--- config.mk ---
export PLATFORM = sky130hd
export DESIGN_NAME = inst_fetch_ctrl_flat
export DESIGN_NICKNAME = d
export VERILOG_FILES = /design/src/rtl/fetch_pkg.sv /design/src/rtl/inst_fetch_ctrl_if.sv /design/src/rtl/fetch_fifo.sv /design/src/rtl/inst_fetch_ctrl.sv /design/src/flat_wrapper.sv
export SDC_FILE = /design/constraint.sdc
export NUM_CORES = 1
export LEC_CHECK = 0
export ABC_AREA = 0
export CORE_ASPECT_RATIO = 1.5
export CORE_MARGIN = 4
export CORE_UTILIZATION = 55
export DETAILED_ROUTE_END_ITERATION = 8
export PLACE_DENSITY = 0.85
export SLEW_MARGIN = 30
export SYNTH_ARGS = -nofsm -noshare
export SYNTH_HDL_FRONTEND = slang
export SYNTH_HIERARCHICAL = 1
export SYNTH_SLANG_ARGS = --single-unit
--- constraint.sdc ---
create_clock -name clk -period 3.6 [get_ports clk]
set_clock_uncertainty 0.2 [all_clocks]
set_input_delay 0.54 -clock clk [delete_from_list [all_inputs] [get_ports clk]]
set_output_delay 0.54 -clock clk [all_outputs]
set_load 0.1 [all_outputs]
--- src/rtl/fetch_pkg.sv ---
// Shared types and constants for the instruction fetch sequencer.
package fetch_pkg;

    localparam int INST_W = 32;
    localparam int PC_W   = 32;
    localparam logic [PC_W-1:0] PC_STEP      = 32'd4;
    localparam logic [PC_W-1:0] DEF_RESET_PC = 32'h0000_0000;

    typedef struct packed {
        logic [PC_W-1:0]   pc;
        logic [INST_W-1:0] inst;
    } fetch_entry_t;

endpackage

--- src/rtl/inst_fetch_ctrl_if.sv ---
// ROM bus, redirect/halt controls and decode handshake of the fetch sequencer.
interface inst_fetch_ctrl_if;
    import fetch_pkg::*;

    logic [PC_W-1:0]   rom_addr;
    logic [INST_W-1:0] rom_inst;
    logic              redirect_valid;
    logic [PC_W-1:0]   redirect_pc;
    logic              halt;
    logic              out_valid;
    logic              out_ready;
    logic [INST_W-1:0] out_inst;
    logic [PC_W-1:0]   out_pc;

    modport master (
        output rom_addr, out_valid, out_inst, out_pc,
        input  rom_inst, redirect_valid, redirect_pc, halt, out_ready
    );

    modport slave (
        input  rom_addr, out_valid, out_inst, out_pc,
        output rom_inst, redirect_valid, redirect_pc, halt, out_ready
    );

endinterface

--- src/rtl/fetch_fifo.sv ---
// DEPTH-entry FIFO of {pc, inst} with synchronous flush and occupancy count.
module fetch_fifo
    import fetch_pkg::*;
#(
    parameter int DEPTH = 4
) (
    input  logic                   clk,
    input  logic                   rst_n,
    input  logic                   flush,
    input  logic                   push,
    input  fetch_entry_t           din,
    input  logic                   pop,
    output fetch_entry_t           dout,
    output logic                   valid,
    output logic [$clog2(DEPTH):0] occ
);
    localparam int AW = $clog2(DEPTH);
    localparam int CW = AW + 1;

    fetch_entry_t   mem [DEPTH];
    logic [AW-1:0]  wp, rp;

    always_ff @(posedge clk or negedge rst_n) begin
        if (!rst_n) begin
            wp  <= '0;
            rp  <= '0;
            occ <= '0;
        end else if (flush) begin
            wp  <= '0;
            rp  <= '0;
            occ <= '0;
        end else begin
            if (push) wp <= wp + 1'b1;
            if (pop)  rp <= rp + 1'b1;
            occ <= occ + CW'(push) - CW'(pop);
        end
    end

    always_ff @(posedge clk) begin
        if (push && !flush) mem[wp] <= din;
    end

    assign dout  = mem[rp];
    assign valid = (occ != '0);

endmodule

--- src/rtl/inst_fetch_ctrl.sv ---
// Fetch sequencer: PC, ROM issue with credit check, optional in-flight tracker.
// Build option: FETCH_ROM_SYNC_EN selects a one-cycle-latency ROM.
module inst_fetch_ctrl
    import fetch_pkg::*;
#(
    parameter logic [PC_W-1:0] RESET_PC = DEF_RESET_PC,
    parameter int              DEPTH    = 4
) (
    input  logic              clk,
    input  logic              rst_n,
    inst_fetch_ctrl_if.master bus
);
    localparam int CW = $clog2(DEPTH) + 1;
    localparam logic [PC_W-1:0] PC_INIT = {RESET_PC[PC_W-1:2], 2'b00};

    logic [PC_W-1:0] pc;
    logic [CW-1:0]   occ;
    logic            inflight, issue, push, pop, head_vld;
    fetch_entry_t    push_entry, head;

    // Credits use the registered occupancy, so a pop never frees a slot for the same cycle.
    assign pop   = head_vld && bus.out_ready;
    assign issue = !bus.halt && !bus.redirect_valid && ((occ + CW'(inflight)) < CW'(DEPTH));

    always_ff @(posedge clk or negedge rst_n) begin
        if (!rst_n)                  pc <= PC_INIT;
        else if (bus.redirect_valid) pc <= {bus.redirect_pc[PC_W-1:2], 2'b00};
        else if (issue)              pc <= pc + PC_STEP;
    end

`ifdef FETCH_ROM_SYNC_EN
    logic            trk_vld, trk_killed;
    logic [PC_W-1:0] trk_pc;

    always_ff @(posedge clk or negedge rst_n) begin
        if (!rst_n) begin
            trk_vld    <= 1'b0;
            trk_killed <= 1'b0;
            trk_pc     <= '0;
        end else begin
            trk_vld    <= issue;
            trk_pc     <= pc;
            trk_killed <= bus.redirect_valid;
        end
    end

    assign inflight   = trk_vld;
    assign push       = trk_vld && !trk_killed && !bus.redirect_valid;
    assign push_entry = '{pc: trk_pc, inst: bus.rom_inst};
`else
    assign inflight   = 1'b0;
    assign push       = issue;
    assign push_entry = '{pc: pc, inst: bus.rom_inst};
`endif

    fetch_fifo #(.DEPTH(DEPTH)) u_fifo (
        .clk   (clk),
        .rst_n (rst_n),
        .flush (bus.redirect_valid),
        .push  (push),
        .din   (push_entry),
        .pop   (pop),
        .dout  (head),
        .valid (head_vld),
        .occ   (occ)
    );

    // Outputs read as zero while empty so stale storage never shows through.
    assign bus.rom_addr  = pc;
    assign bus.out_valid = head_vld;
    assign bus.out_inst  = head_vld ? head.inst : '0;
    assign bus.out_pc    = head_vld ? head.pc : '0;

endmodule

--- src/flat_wrapper.sv ---
// flat-port wrapper written by rule: the top's interface ports become plain ports
module inst_fetch_ctrl_flat import fetch_pkg::*;
#(
    parameter logic [PC_W-1:0] RESET_PC = DEF_RESET_PC,
    parameter int              DEPTH    = 4
)
  (clk, rst_n, bus_rom_addr, bus_out_valid, bus_out_inst, bus_out_pc, bus_rom_inst, bus_redirect_valid, bus_redirect_pc, bus_halt, bus_out_ready);
  inst_fetch_ctrl_if bus_i ();
  input  logic clk;
  input  logic rst_n;
  output wire logic [$bits(bus_i.rom_addr)-1:0] bus_rom_addr;
  output wire logic [$bits(bus_i.out_valid)-1:0] bus_out_valid;
  output wire logic [$bits(bus_i.out_inst)-1:0] bus_out_inst;
  output wire logic [$bits(bus_i.out_pc)-1:0] bus_out_pc;
  input wire logic [$bits(bus_i.rom_inst)-1:0] bus_rom_inst;
  input wire logic [$bits(bus_i.redirect_valid)-1:0] bus_redirect_valid;
  input wire logic [$bits(bus_i.redirect_pc)-1:0] bus_redirect_pc;
  input wire logic [$bits(bus_i.halt)-1:0] bus_halt;
  input wire logic [$bits(bus_i.out_ready)-1:0] bus_out_ready;
  assign bus_rom_addr = bus_i.rom_addr;
  assign bus_out_valid = bus_i.out_valid;
  assign bus_out_inst = bus_i.out_inst;
  assign bus_out_pc = bus_i.out_pc;
  assign bus_i.rom_inst = bus_rom_inst;
  assign bus_i.redirect_valid = bus_redirect_valid;
  assign bus_i.redirect_pc = bus_redirect_pc;
  assign bus_i.halt = bus_halt;
  assign bus_i.out_ready = bus_out_ready;
  inst_fetch_ctrl #(.RESET_PC(RESET_PC), .DEPTH(DEPTH)) u_core (.clk(clk), .rst_n(rst_n), .bus(bus_i));
endmodule
; ---- After elaboration in Yosys (flattened, before gate mapping)
; Memory sizes are Yosys's and may differ from the RTL's.
; Cells that the tools add are included.
[word_totals]
reg_bits = 39
ramBits = 256
input_bits = 69
output_inout_bits = 97
word_cells = 31
n_memories = 1
[memory_table]
columns = name, words, width, rd, rd_ports_with_merged_regs, write_ports, line_no
row1 = u_core.u_fifo.mem, 4, 64, 1, 0, 1, fetch_fifo.sv:20  ; fetch_entry_t mem [DEPTH];
[op_classes]
addsub = 5
n_lt_le_gt_ge = 1
muxes = 11
reduce_logical = 9
[ops]
columns = operator, n
row1 = 32-bit two-way mux, 4
row2 = 32-bit by 3-bit adder with 32-bit output (second input constant), 1
row3 = 2-bit two-way mux, 4
row4 = 2-bit by 1-bit adder with 2-bit output (second input constant), 2
row5 = 1-bit logical AND, 4
row6 = 2-bit nonzero test, 2
row7 = 3-bit by 1-bit adder with 3-bit output, 1
row8 = 3-bit < comparator (second input constant), 1
row9 = 3-bit two-way mux, 1
row10 = 3-bit nonzero test, 1
row11 = 3-bit by 1-bit subtractor with 3-bit output, 1
row12 = 1-bit logical NOT, 2
row13 = 1-bit two-way mux, 2

; ---- Depth between registers and ports, before layout
[depth]
ltp_word = 6
mapped_depth = 11

; ---- By module
; The synthesis kept the hierarchy.
[modules_own_cells]
columns = mod, n_inst, cells_per_inst, area_per_inst_um2, seq_area_each_um2
row1 = fetch_fifo, 1, 373, 9694.3, 7862.5
row2 = inst_fetch_ctrl, 1, 268, 2264.7, 750.7

; ---- Worst setup path after synthesis
; Ideal clock, no wire load.
[synth_timing]
path_kind = in2reg
from = input port bus_redirect_valid
to = memory u_core/u_fifo/mem[0][0] (netlist name), enable pin
arrival_time_ps = 3094
t_required_ps = 2971
path_slack_ps = -123
cell_stages = 5
cell_sequence = clkbuf_1 -> clkbuf_1 -> nor3_1 -> nor2b_1 -> and2_1
[synth_between]
elab_chain_len = 6
[synth_rtl]
columns = item, line_no
row1 = start: declaration, flat_wrapper.sv:16  ; input wire logic [$bits(bus_i.redirect_valid)-1:0] bus_redirect_valid;
row2 = 1-bit logical NOT, inst_fetch_ctrl.sv:23  ; assign issue = !bus.halt && !bus.redirect_valid && ((occ + CW'(inflight)) < CW'(DEPTH));
row3 = 1-bit logical AND (2 in a row), inst_fetch_ctrl.sv:23
row4 = net u_core.issue, inst_fetch_ctrl.sv:18  ; logic inflight, issue, push, pop, head_vld;
row5 = 1-bit logical AND, fetch_fifo.sv:40  ; if (push && !flush) mem[wp] <= din;
row6 = 1-bit two-way mux, fetch_fifo.sv:40
row7 = 1-bit two-way mux (implied by the code), fetch_fifo.sv:40
row8 = end: declaration, fetch_fifo.sv:20
; The timed path passes the listed nets, and every way through them passes these cells.

==> out/metrics.cfg <==
[status]
status=finished, final reports clean

[cts]
htree_levels=1
cts_hold_buf=1
clockBufferDepth=3
ctsResizeCount=0
root_buffer=clkbuf_16
numCtsBuffers=25
clock_sinks=293
cts_tree=yes
clk_latency_ns=0.51
clkTransAtPathRegs_ns=0.07
postCtsSetupBuffers=0

[sta]
fmax_ghz=0.3006
worst_pin_slew_ns=0.9808
slew_viol_final=0
period_needed_ns=3.326
slew_headroom_pct=34.41
timing.final.ws_setup_ns=0.2738
min_period_over_period_pct=92.39
hold_viol_final=0
setup_violations=0
setup_tns_ns=0
rsz0062_at_grt=no

[final_layout]
area_delta_synth_final_pct=21.44
diodes=0
fillers=1377
finalNetCount=895
layout-drive-gt1-share_pct=28.71

[logic_synthesis]
synth_flop_cell=edfxtp_1
synthCells=641
synth-seq-cells=293
ys_seq_area_share_pct=72.02
synth.distinct_cells=45
async_flop_share_pct=12.63
yosys.area.top_type_share_pct=64.28
netlist_area_mm2=0.01196
avgSynthCellArea_um2=18.66
yosysWarnings=6
synth_edf_count=256
yosys.area.top_type=edfxtp_1
ys_top_cells_by_area=edfxtp_1 64%, mux4_2 12%, dfrtp_1 7.7%, and2_1 3.7%, xnor2_1 1.7%

[placement]
place_ws_ns=0.4411
dp_hpwl_um=15330
io_buffers=161
place_congestion=0.7770

[worst_setup_path]
slowest_delay_ns=0.81
cpLargestDelayFamily=flip-flops
worstSetupEndpointType=output pin
crit_start=u_core/u_fifo/rp[0]$_DFFE_PN0P_
worstPathRequired_ns=2.86
path_class=reg -> out
worstReg2RegStart=u_core/u_fifo/occ[1]$_DFF_PN0_
path_max_fanout=28
timing.critical_path.arrival_ns=2.59
slowest_stage=dfrtp_4
crit_chain=buf_12 > mux4_2 > and2_1 > buf_4
start_kind=flip-flop
crit_buf_inv=2

[floorplanning]
num_io_pins=166
core_region_area_mm2=0.02123
die_y_um=188.6
dieArea_mm2=0.02422
start_util_pct=56.34
die_w_um=128.4
num_rows=65

[global_route]
grt_pass1_wl_um=37980
grt_pass1_vias=6900
track_usage_pct=20.15
grt_max_degree=71
antenna_found_initial=0
overflow=0

[pwr]
powerDensity_mw_per_mm2=823.8
ir_drop_v=0.0008690
p_leak_nw=4.978

[detailed_routing]
routed_wl_um=24100
drt_iter0_drc=475
wire_per_inst_um=21.83
dr.pass1.iters=4
drcViolationCount=0
routed-via-count=6281
vias_per_cell=5.689
ant_nets=0

[min_path]
worstHoldPathType=in -> reg
min-delay-start=bus_redirect_valid

[job]
max-cap-violations=0

[layout make-up]
| type | instances | area [um2] | area share, % |
|---|---|---|---|
| sequential | 293 | 8621 | 59.36 |
| timing repair buffer | 175 | 1614 | 11.11 |
| tap | 268 | 335.3 | 2.309 |
| multi-input combinational | 314 | 3120 | 21.49 |
| clock inverter | 13 | 126.4 | 0.8702 |
| inverter | 9 | 33.78 | 0.2326 |
| clock buffer | 32 | 671.9 | 4.627 |
[cells in the mapped netlist (2+ instances only)]
cell type / n
clkbuf_1: 16
nor3_1: 2
buf_2: 6
edfxtp_1: 256
nor2b_1: 3
nor2_1: 11
xnor2_1: 23
and3_1: 5
o21ai_0: 17
buf_4: 5
nand4_2: 2
nand3_4: 2
nor4_2: 3
inv_1: 9
mux4_2: 64
buf_12: 3
nor3_2: 8
nand2_1: 37
xor2_1: 7
and4_1: 2
ha_1: 7
dfrtp_1: 37
o21ai_1: 13
and2_1: 70
nand3_1: 10
buf_6: 3
mux2i_1: 2
[cell families (layout without fill, tap and decap cells)]
family | after synthesis | in the layout | synth area share (%)
compound gates | 34 | 34 | 1.517
xor+xnor | 31 | 31 | 2.385
fa+ha+maj | 8 | 8 | 0.8997
buf+inv | 43 | 229 | 2.260
flops | 293 | 293 | 72.02
mux | 66 | 66 | 12.22
other cells | 1 | 10 | 0.03136
simple gates | 165 | 165 | 8.663
[per-layer routing]
layer  track usage [%]  part of all wire (%)  vias up  wire, um
li1                  -                     -     2805         -
met1             25.67                    38     3239      9118
met2             35.81                    55      200     13140
met3             3.063                   5.4       37      1308
met4             5.637                   2.2        0       538
met5                 0                     0        -         0
[worst register-to-register path: stages, from the launching register on]
cell	delay, ns
dfrtp_1	0.41
or3_2	0.49
and2_1	0.20
ha_1	0.32
inv_1	0.06
ha_1	0.13
inv_1	0.04
fa_1	0.36
xnor3_1	0.21
nor2_1	0.04
[sequential cells by signal, summed over array words and instances, names as in the netlist]
| register | cells |
|---|---|
| u_core/u_fifo/mem | 256 |
| u_core/u_fifo/rp | 2 |
| u_core/bus.rom_addr | 30 |
| u_core/u_fifo/occ | 3 |
| u_core/u_fifo/wp | 2 |
[path summary, 6_finish.rpt]
kind / end / slack (ns) / depth (start not counted)
worst max-delay path: bus_out_pc[30] / 0.27 / 4
worst min-delay path: u_core/u_fifo/wp[0]$_DFFE_PN0P_ / 0.27 / 4
worst max register to register: u_core/u_fifo/occ[2]$_DFF_PN0_ / 0.99 / 9
worst min register to register: u_core/u_fifo/mem[2][40]$_DFFE_PP_ / 0.40 / 0
max in group asynchronous: u_core/u_fifo/rp[1]$_DFFE_PN0P_ / 2.40 / 2
min in group asynchronous: u_core/bus.rom_addr[17]$_DFFE_PN0P_ / 0.34 / 2
[through the flow]
step	hold slack, ns	util (%)	instance area (um2)	total power [W]	std cells
after floorplan	0.04441	-	12000	0.008432	650
after global placement	0.3621	64.50	13690	0.009415	1057
after detailed placement	0.3839	64.50	13690	0.009478	1057
after CTS	0.2623	68.31	14500	0.01208	1103
after global routing	0.2995	68.42	14520	0.01241	1104
final	0.2714	68.42	14520	0.01196	1104
[layout by cell type, fill, tap and decap left out, drive strengths merged, types with 9 or more instances in the layout]
master         instances
nor3                  10
mux4                  64
xnor2                 23
dfrtp                 37
clkdlybuf4s50         65
clkbuf                32
and2                  70
nand3                 12
buf                  109
conb                  10
inv                   10
o21ai                 30
clkinv                 9
edfxtp               256
nor2                  11
nand2                 37
[where the power goes]
| group | switching [W] | internal, W | leakage, nW |
|---|---|---|---|
| Combinational | 0.00396 | 0.00134 | 1.81 |
| Sequential | 0.000221 | 0.00384 | 2.77 |
| Clock | 0.00113 | 0.00147 | 0.396 |
| Total | 0.00531 | 0.00666 | 4.98 |
Note: power is estimated with default switching activity, not from simulation.
